**src/rtl/seq_value_formatter.sv**
```systemverilog
// Signed binary to packed BCD formatter for the on-screen number display.
// Runs a serial double-dabble conversion, then holds the result until a frame_start pulse publishes it.
module seq_value_formatter #(
    parameter int VALUE_WIDTH = 16,
    parameter int DIGITS      = 5,
    parameter int INT_DIGITS  = (VALUE_WIDTH*3+9)/10 + 1
) (
    input  logic                   clk,
    input  logic                   rst,
    input  logic                   in_valid,
    output logic                   in_ready,
    input  logic [VALUE_WIDTH-1:0] in_value,
    input  logic                   frame_start,
    output logic [DIGITS*4-1:0]    bcd_out,
    output logic                   neg_out,
    output logic                   ovf_out,
    output logic                   busy
);

    localparam int SW = INT_DIGITS*4;
    localparam int CW = $clog2(VALUE_WIDTH+1);

    typedef enum logic [1:0] {
        IDLE    = 2'd0,
        CONVERT = 2'd1,
        PENDING = 2'd2
    } state_t;

    state_t                 state_q, state_d;
    logic                   sign_q, sign_d;
    logic [VALUE_WIDTH-1:0] mag_q, mag_d;
    logic [SW-1:0]          scratch_q, scratch_d;
    logic [CW-1:0]          cnt_q, cnt_d;
    logic [DIGITS*4-1:0]    shadow_bcd_q, shadow_bcd_d;
    logic                   shadow_neg_q, shadow_neg_d;
    logic                   shadow_ovf_q, shadow_ovf_d;
    logic [DIGITS*4-1:0]    bcd_q, bcd_d;
    logic                   neg_q, neg_d;
    logic                   ovf_q, ovf_d;

    logic [SW-1:0]          adjusted;
    logic [SW-1:0]          shifted;
    logic                   ovf_calc;
    logic [DIGITS*4-1:0]    sat_bcd;

    // One double-dabble step: add 3 to nibbles >= 5, then shift the next magnitude bit in.
    always_comb begin
        adjusted = '0;
        for (int i = 0; i < INT_DIGITS; i++) begin
            if (scratch_q[i*4 +: 4] >= 4'd5)
                adjusted[i*4 +: 4] = scratch_q[i*4 +: 4] + 4'd3;
            else
                adjusted[i*4 +: 4] = scratch_q[i*4 +: 4];
        end
        shifted = {adjusted[SW-2:0], mag_q[VALUE_WIDTH-1]};

        ovf_calc = 1'b0;
        for (int i = DIGITS; i < INT_DIGITS; i++)
            ovf_calc = ovf_calc | (|shifted[i*4 +: 4]);

        sat_bcd = '0;
        for (int i = 0; i < DIGITS; i++)
            sat_bcd[i*4 +: 4] = 4'd9;
    end

    always_comb begin
        state_d      = state_q;
        sign_d       = sign_q;
        mag_d        = mag_q;
        scratch_d    = scratch_q;
        cnt_d        = cnt_q;
        shadow_bcd_d = shadow_bcd_q;
        shadow_neg_d = shadow_neg_q;
        shadow_ovf_d = shadow_ovf_q;
        bcd_d        = bcd_q;
        neg_d        = neg_q;
        ovf_d        = ovf_q;

        case (state_q)
            IDLE: begin
                if (in_valid) begin
                    // A zero input never carries a sign, so -0 cannot reach the display.
                    sign_d    = in_value[VALUE_WIDTH-1] & (|in_value);
                    mag_d     = in_value[VALUE_WIDTH-1] ? -in_value : in_value;
                    scratch_d = '0;
                    cnt_d     = '0;
                    state_d   = CONVERT;
                end
            end
            CONVERT: begin
                scratch_d = shifted;
                mag_d     = mag_q << 1;
                cnt_d     = cnt_q + 1'b1;
                if (cnt_q == CW'(VALUE_WIDTH-1)) begin
                    shadow_ovf_d = ovf_calc;
                    shadow_bcd_d = ovf_calc ? sat_bcd : shifted[DIGITS*4-1:0];
                    shadow_neg_d = sign_q;
                    state_d      = PENDING;
                end
            end
            PENDING: begin
                if (frame_start) begin
                    bcd_d   = shadow_bcd_q;
                    neg_d   = shadow_neg_q;
                    ovf_d   = shadow_ovf_q;
                    state_d = IDLE;
                end
            end
            default: state_d = IDLE;
        endcase
    end

    always_ff @(posedge clk or posedge rst) begin
        if (rst) begin
            state_q      <= IDLE;
            sign_q       <= 1'b0;
            mag_q        <= '0;
            scratch_q    <= '0;
            cnt_q        <= '0;
            shadow_bcd_q <= '0;
            shadow_neg_q <= 1'b0;
            shadow_ovf_q <= 1'b0;
            bcd_q        <= '0;
            neg_q        <= 1'b0;
            ovf_q        <= 1'b0;
        end else begin
            state_q      <= state_d;
            sign_q       <= sign_d;
            mag_q        <= mag_d;
            scratch_q    <= scratch_d;
            cnt_q        <= cnt_d;
            shadow_bcd_q <= shadow_bcd_d;
            shadow_neg_q <= shadow_neg_d;
            shadow_ovf_q <= shadow_ovf_d;
            bcd_q        <= bcd_d;
            neg_q        <= neg_d;
            ovf_q        <= ovf_d;
        end
    end

    assign in_ready = (state_q == IDLE);
    assign busy     = (state_q != IDLE);
    assign bcd_out  = bcd_q;
    assign neg_out  = neg_q;
    assign ovf_out  = ovf_q;

endmodule

```
**config.mk**
```make
export PLATFORM = sky130hd
export DESIGN_NAME = seq_value_formatter
export DESIGN_NICKNAME = d
export VERILOG_FILES = /design/src/rtl/seq_value_formatter.sv
export SDC_FILE = /design/constraint.sdc
export NUM_CORES = 1
export LEC_CHECK = 0
export BUFFER_PORTS_ARGS = -buffer_cell sky130_fd_sc_hd__buf_2
export CAP_MARGIN = 25
export CORE_MARGIN = 2
export CORE_UTILIZATION = 50
export CTS_CLUSTER_DIAMETER = 80
export DETAILED_ROUTE_END_ITERATION = 8
export GPL_TIMING_DRIVEN = 0
export PLACE_DENSITY = 0.69
export SYNTH_ARGS = -nofsm -noshare
export SYNTH_HDL_FRONTEND = slang
export SYNTH_SLANG_ARGS = --single-unit
```
**constraint.sdc**
```tcl
create_clock -name clk -period 4.8 [get_ports clk]
set_input_delay 0.96 -clock clk [delete_from_list [all_inputs] [get_ports clk]]
set_output_delay 0.96 -clock clk [all_outputs]
set_load 0.005 [all_outputs]
```
== Word-level counts from Yosys, hierarchy flattened ==
Cells that the tools add are included.

* Shift-type cells: 0
* Magnitude comparators: 6
* Multiplexer cells: 18
* Bitwise operators: 1
* Eq/ne operators: 6
* Divide/modulo/power cells: 0
* Multiply operators: 0
* Add/subtract/negate cells: 8
* Reduce and logical (&&, ||, !) cells: 10

{| class="wikitable"
|+ Operator list
! operator !! count
|-
| $pmux 24 s2 || 1
|-
| $mux 16 || 2
|-
| $pmux 16 s2 || 1
|-
| $ge 4x3->1 const B || 6
|-
| $mux 24 || 1
|-
| $add 4x2->4 const B || 5
|-
| $mux 20 || 1
|-
| $mux 4 || 5
|-
| $neg 16->16 || 1
|-
| $reduce_or 16->1 || 1
|-
| $pmux 5 s2 || 1
|-
| $reduce_and 2->1 || 4
|-
| $mux 2 || 3
|-
| $ne 2x2->1 const B || 3
|-
| $pmux 2 s3 || 1
|-
| $add 5x1->5 const B || 1
|-
| $eq 5x4->1 const B || 1
|-
| $mux 5 || 1
|-
| $reduce_bool 2->1 || 2
|-
| $reduce_or 4->1 || 1
|-
| $add 3x2->3 const B || 1
|-
| $mux 3 || 1
|-
| $reduce_and 3->1 || 1
|-
| $eq 2x1->1 const B || 1
|-
| 3 further kinds || 3
|}

* RAM bits: 0
* Output and inout port bits: 24
* Logic and storage cells: 60
* Bits in read-only memories: 0
* Bits in latches: 0
* Bits in registers: 92
* Input bits: 20
* Memories: 0

== Logic depth before layout (Yosys ltp) ==
* Depth after elaboration: 4
* Gate-level depth with buffers: 8
* Depth with buffers taken out: 7

== Least setup slack after synthesis ==
OpenSTA, ideal clock, no wires.

* Kind: input to register
* Start: input port in_value[6]
* End: register mag_q[12]
* Library setup time: 0.134 ns
* Cell stages on the path: 4
* Arrival: 2.112 ns
* Path slack: 2.555 ns
* Cells stage by stage: or4_4 nor4_4 mux2i_1 o211ai_2

* Word-level cells in the longest chain between the ends: 4

{| class="wikitable"
|+ Ends and longest elaborated chain
! element !! RTL line !! source
|-
| from (decl) || 12 || <nowiki>input logic [VALUE_WIDTH-1:0] in_value,</nowiki>
|-
| $neg 16->16 || 84 || <nowiki>mag_d = in_value[VALUE_WIDTH-1] ? -in_value : in_value;</nowiki>
|-
| $mux 16 || 84 ||
|-
| $mux 16 || 81 || <nowiki>if (in_valid) begin</nowiki>
|-
| $pmux 16 s2 || 79 || <nowiki>case (state_q)</nowiki>
|-
| to (signal assigned) || 129 || <nowiki>mag_q <= mag_d;</nowiki>
|-
| to (decl) || 31 || <nowiki>logic [VALUE_WIDTH-1:0] mag_q, mag_d;</nowiki>
|}

Every way passes these cells. The select of a mux whose other input is x is not followed.
A chain may end at the register's enable or synchronous reset.

== Final worst setup path ==
* Start: register cnt_q[0]
* End: register shadow_bcd_q[12]

* Word-level cells in the longest chain between the ends: 2

{| class="wikitable"
|+ Ends and longest elaborated chain
! element !! RTL line !! source
|-
| from (decl) || 33 || <nowiki>logic [CW-1:0] cnt_q, cnt_d;</nowiki>
|-
| from (signal assigned) || 131 || <nowiki>cnt_q <= cnt_d;</nowiki>
|-
| $eq 5x4->1 || 94 || <nowiki>if (cnt_q == CW'(VALUE_WIDTH-1)) begin</nowiki>
|-
| $reduce_and 2->1 (no line) || -- ||
|-
| to (signal assigned) || 132 || <nowiki>shadow_bcd_q <= shadow_bcd_d;</nowiki>
|-
| to (decl) || 34 || <nowiki>logic [DIGITS*4-1:0] shadow_bcd_q, shadow_bcd_d;</nowiki>
|}

Every way passes these cells.

==> flow_metrics.tcl <==
set metrics [dict create \
    cp_max_fo 9 \
    final_max_slew_viol_count 0 \
    total_power_uw 3140 \
    grt_first_pass_wirelength_mm 16.1 \
    hold_viol 0 \
    pwr_density_cell_mw_per_mm2 606 \
    grt_max_degree 72 \
    cts_tree "yes" \
    hold_class "reg -> reg" \
    start_kind "register" \
    gp_congestion 0.843 \
    coreArea_mm2 0.00881 \
    synthSimpleGateAreaFrac_pct 13.9 \
    cts-resized-gates 0 \
    portBuffers 43 \
    swShare_pct 39.3 \
    seq_area_mm2 0.00230 \
    clock-sinks 92 \
    relSlewSlack_pct 43.8 \
    ys_ff_latch 92 \
    grt.total_usage_pct 20.8 \
    fill_cells 748 \
    antenna_found_initial 0 \
    drc 0 \
    r2r_slack_ns 2.47 \
    fin_nets 525 \
    synth_area_leader_cell "dfrtp_1" \
    cts_buffers 9 \
    syn_area_mm2 0.00456 \
    postCtsSetupRepairBufs 0 \
    status "finished, final reports clean" \
    clk_pin_slew_worst_paths_ns 0.09 \
    multi_input_area_mm2 0.00209 \
    synth_edf_count 0 \
    path_class "reg -> reg" \
    htreeDepth 3 \
    synth_area_leaders "dfrtp_1 (50%), mux2_2 (7.4%), o21ai_0 (5.7%)" \
    power.switching_uw 1230 \
    overflow 0 \
    comb_power_share_pct 41.9 \
    synth_ff_type "dfrtp_1" \
    start_util_pct 51.8 \
    clock_skew_ns 0.0103 \
    leakage_uw 0.00240 \
    synthAdderAreaFrac_pct 4.11 \
    synth.distinct_cells 48 \
    synth.area.mux_share_pct 8.94 \
    netlist.area_leader.share_pct 50.4 \
    holdBufCountCts 0 \
    vias 3402 \
    ant_nets 0 \
    vdd.ir_drop.worst_mv 0.250 \
    final_cell_mix "dfrtp_1 (92), o21ai_0 (52), buf_2 (46)" \
    p_int_uw 1900 \
    dp_hpwl_mm 6.79 \
    critPathArrivalTime_ns 2.52 \
    drt_pass1_iterations 5 \
    synth_top_family_by_area "compound AO/OA/AOI/OAI gates" \
    post-route-period-util_pct 48.6 \
    period_minus_slack_ns 2.33 \
    clock_latency_ns 0.35 \
    syn_inst 434 \
    wl_per_cell_um 16.0 \
    power_frac_seq_pct 40.0 \
    num_io_pins 44 \
    layout_commonest_cell "dfrtp_1" \
    crit_required_ns 4.99 \
    syn_to_final_growth_pct 13.3 \
    clockBufferDepth 2 \
    syn_nets 469 \
    grt_pass1_vias 3348 \
    yosysSeqAreaShare_pct 50.4 \
    drive_gt1_share_pct 21.2 \
    die_y_um 99.5 \
    die-width_um 99.5 \
    drt_iter0_markers 164 \
    avgSynthCellArea_um2 10.5 \
    tightest_slew_ns 0.842 \
    num_rows 34 \
    crit_path_end_kind "register" \
    synthXorXnorAreaFrac_pct 2.88 \
    maxCapViolations 0 \
    pwr-share-clk_pct 18.2 \
    die_area_mm2 0.00991 \
    diodes 0 \
    async_flop_share_pct 100 \
    setup_viol 0 \
    setup_tns_ns 0 \
    fmax_ghz 0.429 \
    vias_per_cell 5.64 \
    synth-compound-area-share_pct 16.0 \
    wl_mm 9.62 \
    root_buffer "clkbuf_8" \
    rsz0062_at_grt "no" \
    yosys_warnings 0 \
]
==> power by group through the flow <==
stage	logic [uW]	registers, uW	clock network [uW]
6_report	1310	1250	569
5_1_grt	1490	1290	614
4_1_cts	1310	1250	579
3_5_place_dp	1300	1270	0
3_3_place_gp	1250	1250	0
2_1_floorplan	972	1210	0
==> cells in the mapped netlist, types with 8 or more instances <==
| library cell | count |
|---|---|
| o21ai_0 | 52 |
| a22oi_1 | 12 |
| inv_1 | 21 |
| dfrtp_1 | 92 |
| nor3_1 | 8 |
| nand2_1 | 45 |
| ha_1 | 15 |
| clkbuf_1 | 13 |
| xor2_1 | 8 |
| nand2b_1 | 14 |
| mux2_2 | 30 |
| a21oi_1 | 13 |
| o31ai_1 | 10 |
| nor2_1 | 12 |
==> area by class of cell <==
cell class | count | area share (%)
sequential | 92 | 44.5
multi-input combinational | 301 | 40.5
timing repair buffer | 45 | 4.84
clock buffer | 12 | 2.81
tap | 108 | 2.61
buffer | 20 | 1.74
inverter | 21 | 1.57
clock inverter | 4 | 1.40
==> stage by stage <==
step	hold WS [ns]	utilization (%)	cells	setup slack, ns	instance area, um^2
global placement	0.456	55.8	585	0.398	4910
CTS	0.488	58.6	602	2.35	5160
detailed placement	0.467	56.2	586	2.25	4940
global route	0.503	58.7	603	2.23	5170
finish	0.480	58.7	603	2.47	5170
floorplan	0.439	-	434	1.45	4560
==> critical path, cell delays in order, from the launching register on <==
cell	delay, ns
dfrtp_1	0.39
ha_1	0.17
and3_1	0.15
ha_1	0.18
and3b_2	0.25
o311ai_1	0.14
a211oi_2	0.69
a31oi_1	0.19
==> logic make-up (layout without fill, tap and decap cells) <==
family / count (synthesis) / in the layout
xor+xnor: 15 / 15
mux: 37 / 37
compound gates: 115 / 115
flops: 92 / 92
buf+inv: 41 / 102
simple gates: 119 / 119
fa+ha+maj: 15 / 15
==> final timing paths <==
kind	start	to	depth (start not counted)
setup / recovery	cnt_q[0]	shadow_bcd_q[12]	7
hold / removal	shadow_bcd_q[2]	shadow_bcd_q[2]	2
setup reg to reg	cnt_q[0]	shadow_bcd_q[12]	7
hold reg to reg	shadow_bcd_q[2]	shadow_bcd_q[2]	2
max in group asynchronous	rst	bcd_out[14]	3
min in group asynchronous	rst	shadow_bcd_q[1]	2
==> per-layer routing <==
metal	global-route usage [%]	up-vias	share of wire [%]	routed length [um]
met1	26.7	1656	45	4360
met5	0	-	0	0
met4	10.1	0	2.1	199
met3	2.39	9	4.2	407
li1	-	1672	-	-
met2	35.2	65	48	4650
==> flip-flops by register name, summed over array words and instances, names as in the netlist <==
register      count
ovf_out           1
sign_q            1
shadow_neg_q      1
shadow_ovf_q      1
scratch_q        24
state_q           2
neg_out           1
cnt_q             5
mag_q            16
bcd_out          20
shadow_bcd_q     20
Note: power is estimated with default switching activity, not from simulation.
